$ cat src/rtl/sm4_block_engine.sv
// Iterative SM4 engine: 32-cycle key expansion into a round-key file, then
// one round per clock for encrypt/decrypt, sharing four S-boxes between both.

module riscv_crypto_sm4_sbox (
    input  logic [7:0] in_byte,
    output logic [7:0] out_byte
);
    localparam logic [0:255][7:0] SBOX = {
        128'hd690e9fecce13db716b614c228fb2c05, 128'h2b679a762abe04c3aa44132649860699,
        128'h9c4250f491ef987a33540b43edcfac62, 128'he4b31ca9c908e89580df94fa758f3fa6,
        128'h4707a7fcf37317ba83593c19e6854fa8, 128'h686b81b27164da8bf8eb0f4b70569d35,
        128'h1e240e5e6358d1a225227c3b01217887, 128'hd40046579fd327524c3602e7a0c4c89e,
        128'heabf8ad240c738b5a3f7f2cef96115a1, 128'he0ae5da49b341a55ad933230f58cb1e3,
        128'h1df6e22e8266ca60c02923ab0d534e6f, 128'hd5db3745defd8e2f03ff6a726d6c5b51,
        128'h8d1baf92bbddbc7f11d95c411f105ad8, 128'h0ac13188a5cd7bbd2d74d012b8e5b4b0,
        128'h8969974a0c96777e65b9f109c56ec684, 128'h18f07dec3adc4d2079ee5f3ed7cb3948
    };

    assign out_byte = SBOX[in_byte];
endmodule

module sm4_block_engine #(
    parameter bit RK_ZEROIZE = 1'b1
) (
    input  logic         clk,
    input  logic         rst_n,
    input  logic         key_valid,
    output logic         key_ready,
    input  logic [127:0] key_in,
    input  logic         key_zero,
    output logic         key_ok,
    input  logic         din_valid,
    output logic         din_ready,
    input  logic [127:0] din,
    input  logic         din_dec,
    output logic         dout_valid,
    input  logic         dout_ready,
    output logic [127:0] dout,
    output logic         busy
);
    localparam logic [127:0] FK = 128'ha3b1bac6_56aa3350_677d9197_b27022dc;

    typedef enum logic [2:0] {IDLE, KEXP, READY, RUN, HOLD} state_t;

    state_t      state;
    logic [4:0]  cnt;
    logic [31:0] kwin    [4];
    logic [31:0] xwin    [4];
    logic [31:0] rk_file [32];
    logic        dec;
    logic [31:0] rk_cur;
    logic [31:0] mix;
    logic [31:0] tau_out;
    logic [31:0] knew;
    logic [31:0] xnew;

    function automatic logic [31:0] rol(input logic [31:0] v, input int s);
        return (v << s) | (v >> (32 - s));
    endfunction

    // CK byte j of round i is ((4i+j)*7) mod 256
    function automatic logic [31:0] ck_word(input logic [4:0] i);
        logic [9:0]  idx;
        logic [9:0]  prod;
        logic [31:0] w;
        w = '0;
        for (int j = 0; j < 4; j++) begin
            idx  = {3'b000, i, 2'b00} + 10'(j);
            prod = idx * 10'd7;
            w[31-8*j -: 8] = prod[7:0];
        end
        return w;
    endfunction

    assign din_ready = (state == READY) && key_ok;
    assign key_ready = ((state == IDLE) || (state == READY)) && !(din_valid && din_ready) && !key_zero;
    assign busy      = (state == KEXP) || (state == RUN);
    assign rk_cur    = rk_file[dec ? ~cnt : cnt];

    always_comb begin
        mix = xwin[1] ^ xwin[2] ^ xwin[3] ^ rk_cur;
        if (state == KEXP)
            mix = kwin[1] ^ kwin[2] ^ kwin[3] ^ ck_word(cnt);
    end

    for (genvar g = 0; g < 4; g++) begin : g_sbox
        riscv_crypto_sm4_sbox u_sbox (
            .in_byte  (mix[8*g +: 8]),
            .out_byte (tau_out[8*g +: 8])
        );
    end

    assign knew = kwin[0] ^ tau_out ^ rol(tau_out, 13) ^ rol(tau_out, 23);
    assign xnew = xwin[0] ^ tau_out ^ rol(tau_out, 2) ^ rol(tau_out, 10)
                ^ rol(tau_out, 18) ^ rol(tau_out, 24);

    always_ff @(posedge clk or negedge rst_n) begin
        if (!rst_n) begin
            state      <= IDLE;
            cnt        <= '0;
            key_ok     <= 1'b0;
            dout_valid <= 1'b0;
            dout       <= '0;
            dec        <= 1'b0;
            for (int i = 0; i < 4; i++) begin
                kwin[i] <= '0;
                xwin[i] <= '0;
            end
            for (int i = 0; i < 32; i++)
                rk_file[i] <= '0;
        end else if (key_zero) begin
            state      <= IDLE;
            cnt        <= '0;
            key_ok     <= 1'b0;
            dout_valid <= 1'b0;
            dout       <= '0;
            if (RK_ZEROIZE) begin
                for (int i = 0; i < 32; i++)
                    rk_file[i] <= '0;
            end
        end else begin
            case (state)
                IDLE, READY: begin
                    if (din_valid && din_ready) begin
                        for (int i = 0; i < 4; i++)
                            xwin[i] <= din[127-32*i -: 32];
                        dec   <= din_dec;
                        cnt   <= '0;
                        state <= RUN;
                    end else if (key_valid && key_ready) begin
                        for (int i = 0; i < 4; i++)
                            kwin[i] <= key_in[127-32*i -: 32] ^ FK[127-32*i -: 32];
                        key_ok <= 1'b0;
                        cnt    <= '0;
                        state  <= KEXP;
                    end
                end
                KEXP: begin
                    rk_file[cnt] <= knew;
                    kwin[0] <= kwin[1];
                    kwin[1] <= kwin[2];
                    kwin[2] <= kwin[3];
                    kwin[3] <= knew;
                    cnt     <= cnt + 5'd1;
                    if (cnt == 5'd31) begin
                        key_ok <= 1'b1;
                        state  <= READY;
                    end
                end
                RUN: begin
                    xwin[0] <= xwin[1];
                    xwin[1] <= xwin[2];
                    xwin[2] <= xwin[3];
                    xwin[3] <= xnew;
                    cnt     <= cnt + 5'd1;
                    // Output is the last four words in reverse order
                    if (cnt == 5'd31) begin
                        dout       <= {xnew, xwin[3], xwin[2], xwin[1]};
                        dout_valid <= 1'b1;
                        state      <= HOLD;
                    end
                end
                HOLD: begin
                    if (dout_ready) begin
                        dout_valid <= 1'b0;
                        state      <= READY;
                    end
                end
                default: state <= IDLE;
            endcase
        end
    end
endmodule

$ cat config.mk
export PLATFORM = sky130hd
export DESIGN_NAME = sm4_block_engine
export DESIGN_NICKNAME = d
export VERILOG_FILES = /design/src/rtl/sm4_block_engine.sv
export SDC_FILE = /design/constraint.sdc
export NUM_CORES = 2
export LEC_CHECK = 0
export ABC_AREA = 0
export CORE_MARGIN = 2
export CORE_UTILIZATION = 53
export CTS_BUF_LIST = sky130_fd_sc_hd__clkbuf_8
export DETAILED_ROUTE_END_ITERATION = 8
export PLACE_DENSITY = 0.7
export SLEW_MARGIN = 20
export SYNTH_ARGS = -nofsm -noshare
export SYNTH_HDL_FRONTEND = slang
export SYNTH_SLANG_ARGS = --single-unit
export TNS_END_PERCENT = 100
$ cat constraint.sdc
create_clock -name clk -period 5.8 [get_ports clk]
set_clock_uncertainty 0.1 [all_clocks]
set_input_delay 1.45 -clock clk [delete_from_list [all_inputs] [get_ports clk]]
set_output_delay 1.45 -clock clk [all_outputs]
set_load 0.03 [all_outputs]
==> results of run 1 <==
[cell usage after synthesis (all sizes together) (49+ instances only)]
| master | n | area, um2 |
|---|---|---|
| mux4 | 284 | 6420 |
| mux2i | 486 | 4870 |
| nand3 | 124 | 626 |
| nand2 | 690 | 2600 |
| a31oi | 131 | 826 |
| xnor2 | 268 | 2450 |
| a22oi | 183 | 1390 |
| and2 | 51 | 322 |
| nor2 | 518 | 1960 |
| dlygate4sd1 | 58 | 508 |
| clkbuf | 426 | 1600 |
| mux2 | 77 | 867 |
| inv | 57 | 214 |
| ha | 49 | 613 |
| a22o | 1148 | 10100 |
| nor3 | 116 | 634 |
| a21oi | 389 | 1950 |
| o22ai | 107 | 676 |
| buf | 420 | 2810 |
| dfrtp | 1419 | 35500 |
| xor2 | 111 | 1040 |
| o211ai | 88 | 671 |
| a211oi | 106 | 858 |
| nor4 | 56 | 384 |
| o21ai | 392 | 1970 |
| o221ai | 60 | 532 |
[cell families after synthesis]
group | after synthesis | share of synthesized area [%]
xor+xnor | 396 | 4.33
mux | 847 | 13.6
buf+inv | 967 | 5.77
flops | 1419 | 39.7
simple gates | 1796 | 9.20
fa+ha+maj | 57 | 0.853
compound gates | 3138 | 26.6
[stage by stage]
step / TNS (ns) / cell area, um2 / setup WS (ns) / utilization, % / std cells
3_5_place_dp: -785.94 / 109000 / -1.01 / 65.3 / 12300
3_3_place_gp: -718.89 / 109000 / -0.927 / 65.3 / 12300
4_1_cts: -187.56 / 118000 / -0.308 / 70.6 / 12800
2_1_floorplan: -0.00691 / 89600 / -0.00691 / - / 8620
[timing repair]
action	CTS
endpoints found under the setup margin	1120
pin swaps	100
cloned	21
setup buffers	85
resized for setup	447
[metal layers]
metal,overflow,global-route usage [%]
met1,3,70.1
met5,0,33.4
met4,2,64.7
met3,1,51.0
met2,1,85.7
==> flow_metrics.py, run 1 <==
metrics = {
    "status": {
        "status": "aborted with a tool error",
        "stop_stage": "global routing (5_1_grt)",
        "stop_error": "[ERROR GRT-0232] Routing congestion too high. Check the congestion heatmap in the GUI.",
    },
    "synth": {
        "synth_nets": 8939,
        "ys_types": 137,
        "synth-edff-count": 0,
        "netlist_instances": 8620,
        "yosysSeqAreaShare_pct": 39.7,
        "synth_area_um2": 89500,
        "synth.ff_latch_count": 1419,
        "async_flop_share_pct": 100,
        "synth_ff_type": "dfrtp_1",
        "syn_area_per_cell_um2": 10.4,
        "ys_warn_count": 0,
    },
    "clock_tree": {
        "cts_sinks": 1419,
        "cts_buffer_depth": 3,
        "numCtsBuffers": 225,
        "ctsHtreeMaxLevel": 4,
        "hold_buffers": 0,
        "clk_root_buffer_cell": "clkbuf_8",
    },
    "placed_design": {
        "globalplace.congestion": 1.11,
        "port_buffers": 395,
        "dp_hpwl_um": 346000,
    },
    "die": {
        "die_w_um": 415,
        "initial_core_util_pct": 53.4,
        "pin_count": 396,
        "fp.dieH_um": 415,
        "num_rows": 150,
    },
    "global_route": {
        "grt_max_degree": 209,
        "grt_usage_pct": 68.6,
        "grt_overflow": 7,
    },
}
==> run 2: changes to the inputs <==
--- a/config.mk
+++ b/config.mk
@@ -7,10 +7,9 @@
 export LEC_CHECK = 0
 export ABC_AREA = 0
 export CORE_MARGIN = 2
-export CORE_UTILIZATION = 53
-export CTS_BUF_LIST = sky130_fd_sc_hd__clkbuf_8
+export CORE_UTILIZATION = 38
 export DETAILED_ROUTE_END_ITERATION = 8
-export PLACE_DENSITY = 0.7
+export PLACE_DENSITY_LB_ADDON = 0.15
 export SLEW_MARGIN = 20
 export SYNTH_ARGS = -nofsm -noshare
 export SYNTH_HDL_FRONTEND = slang
==> constraint.sdc (replaced) <==
create_clock -name clk -period 7.5 [get_ports clk]
set_clock_uncertainty 0.1 [all_clocks]
set_input_delay 1.875 -clock clk [delete_from_list [all_inputs] [get_ports clk]]
set_output_delay 1.875 -clock clk [all_outputs]
set_load 0.03 [all_outputs]
==> flow_metrics.py, run 2 <==
metrics = {
    "status": {
        "status": "complete, but fails checks",
        "violations": "negative setup slack",
    },
    "global_route": {
        "grt_overflow": 0,
        "grt_max_degree": 172,
        "antenna_found_initial": 37,
        "grt_usage_pct": 40.6,
        "grt_pass1_vias": 85200,
        "grt_pass1_wl_um": 689000,
    },
    "synth": {
        "async_flop_share_pct": 100,
        "syn_area_per_cell_um2": 10.4,
        "netlist_instances": 8620,
        "yosys-top-cells-area": "dfrtp_1 (40%), a22o_1 (11%), mux4_2 (7.0%), mux2i_1 (5.4%), nand2_1 (2.9%)",
        "ys_warn_count": 0,
        "synth_top_area_cell": "dfrtp_1",
        "synth.most_common_cell": "dfrtp_1",
        "synth_nets": 8939,
        "synth_commonest_cells": "dfrtp_1 (1,419), a22o_1 (1,148), nand2_1 (687)",
        "synth_top_area_share_pct": 39.7,
        "ys_types": 137,
        "yosysSeqAreaShare_pct": 39.7,
        "synth_area_um2": 89500,
        "synth_ff_type": "dfrtp_1",
        "synth-edff-count": 0,
        "synth.ff_latch_count": 1419,
    },
    "die": {
        "die_w_um": 489,
        "die_area_um2": 239000,
        "core_um2": 235000,
        "fp.dieH_um": 489,
        "num_rows": 178,
        "initial_core_util_pct": 38.1,
        "pin_count": 396,
    },
    "finish": {
        "final_cell_mix": "dfrtp_1 (1,414), buf_4 (1,215), a22o_1 (1,148), nand2_1 (685), mux2i_1 (485)",
        "final_common_cell": "dfrtp_1",
        "register_area_um2": 35500,
        "drive_gt1_share_pct": 23.4,
        "nFillCells": 22000,
        "final_cell_area_um2": 112000,
        "fin_nets": 9968,
        "largest_register_ffs": 1024,
        "syn_to_final_growth_pct": 25.0,
        "multi_input_area_um2": 50100,
        "regMostFlops": "rk_file",
        "stdcell_count": 13000,
    },
    "timing": {
        "hold_viol": 0,
        "fin_ws_ns": -0.0328,
        "slew_viol_final": 0,
        "max_freq_mhz": 133,
        "setup_violations": 16,
        "rsz0062_at_grt": "no",
        "slew_headroom_pct": 17.7,
        "fin_crit_sh_pct": 100,
        "fin_crit_ns": 7.53,
        "tightest_slew_ns": 1.23,
        "totalNegativeSetupSlack_ns": -0.284,
    },
    "placed_design": {
        "globalplace.congestion": 1.01,
        "dpl-instance-area_um2": 106000,
        "dp_hpwl_um": 362000,
        "port_buffers": 395,
        "dp_cells": 12600,
        "pre_cts_ws_ns": -0.243,
    },
    "route": {
        "drt-total-wl_um": 499000,
        "ant_nets": 0,
        "first_iter_violations": 11700,
        "drc_errors": 0,
        "routed_via_density": 6.75,
        "firstDrtPassIters": 9,
        "drt-wirelength-per-cell_um": 38.6,
        "vias": 87500,
    },
    "worst_setup_path": {
        "path_max_fanout": 37,
        "worstSetupPathType": "flip-flop to flip-flop",
        "worstReg2RegStart": "dec$_DFFE_PN0P_",
        "slowest_delay_ns": 0.76,
        "path_common_cell": "buf_4",
        "endpoint_kind": "flip-flop",
        "critical_path_arrival_ns": 8.22,
        "critPathRequiredTime_ns": 8.19,
        "worstSetupStartpoint": "dec$_DFFE_PN0P_",
        "cp-start-kind": "flip-flop",
        "slowest_stage": "or4_1",
    },
    "run": {
        "cap_violations": 0,
    },
    "clock_tree": {
        "clk_root_buffer_cell": "clkbuf_16",
        "cts_sinks": 1419,
        "hold_buffers": 0,
        "numCtsBuffers": 165,
        "clkTransAtPathRegs_ns": 0.06,
        "cts_buffer_depth": 3,
        "ctsHtreeMaxLevel": 4,
        "insertion_delay_ns": 0.86,
        "cts_tree": "done",
    },
    "worst_hold_path": {
        "hp-start": "dout[85]$_DFFE_PN0P_",
        "hp-class": "flip-flop to flip-flop",
    },
}
[run 2: cell counts after synthesis]
Identical to the previous run, type by type.
[run 2: critical path: cells and delay by family (launching register included)]
family	cells	cell delay (ns)
buffers and inverters	10	2.43
AND/OR/NAND/NOR	7	2.23
AO/OA/AOI/OAI	5	0.97
XOR/XNOR	2	0.78
flip-flops	1	0.62
adder cells (fa/ha/maj)	1	0.25
[run 2: per-layer routing]
metal	GRT usage, %	share of wire [%]	up-vias
li1	-	-	35300
met1	51.1	38	44900
met2	60.4	43	5889
met3	12.2	11	1385
met4	26.7	7.8	28
met5	0	0.092	-
[run 2: kinds of logic after synthesis]
group | after synthesis | synth area share [%]
buf+inv | 967 | 5.77
mux | 847 | 13.6
xor+xnor | 396 | 4.33
compound gates | 3138 | 26.6
simple gates | 1796 | 9.20
flops | 1419 | 39.7
fa+ha+maj | 57 | 0.853
[run 2: final timing paths]
path | end | slack (ns) | cells after the start
min in group asynchronous | rk_file[899]$_DFFE_PN0P_ | 0.95 | 1
min reg2reg | dout[85]$_DFFE_PN0P_ | 0.40 | 1
max in group asynchronous | rk_file[869]$_DFFE_PN0P_ | 4.51 | 3
min | dout[85]$_DFFE_PN0P_ | 0.40 | 1
max reg2reg | rk_file[636]$_DFFE_PN0P_ | -0.03 | 25
max | rk_file[636]$_DFFE_PN0P_ | -0.03 | 25
[run 2: area by class of cell]
type / instances / area share [%]
Clock buffer: 239 / 4.34
Antenna cell: 19 / 0.0425
Multi-Input combinational cell: 6234 / 44.8
Sequential cell: 1419 / 31.8
Clock inverter: 62 / 0.733
Timing Repair Buffer: 1767 / 14.5
Tap cell: 3150 / 3.52
Inverter: 62 / 0.208
[run 2: per-stage QoR]
step | hold slack (ns) | util [%]
global placement | 0.364 | 45.1
floorplan | 0.352 | -
CTS | 0.391 | 47.6
finish | 0.398 | 47.6
global route | 0.415 | 47.6
detailed placement | 0.377 | 45.1
[run 2: timing repair]
action | 4_1_cts | 5_1_grt
resized for setup | 4 | 7
hold endpoints to repair | 0 | 0
endpoints found under the setup margin | 171 | 183
pin swaps | 1 | 1
buffers inserted | 1 | 12
Power of run 2 is not shown: default switching activity piles up to over one toggle a cycle in this logic, so the estimate is an artifact.
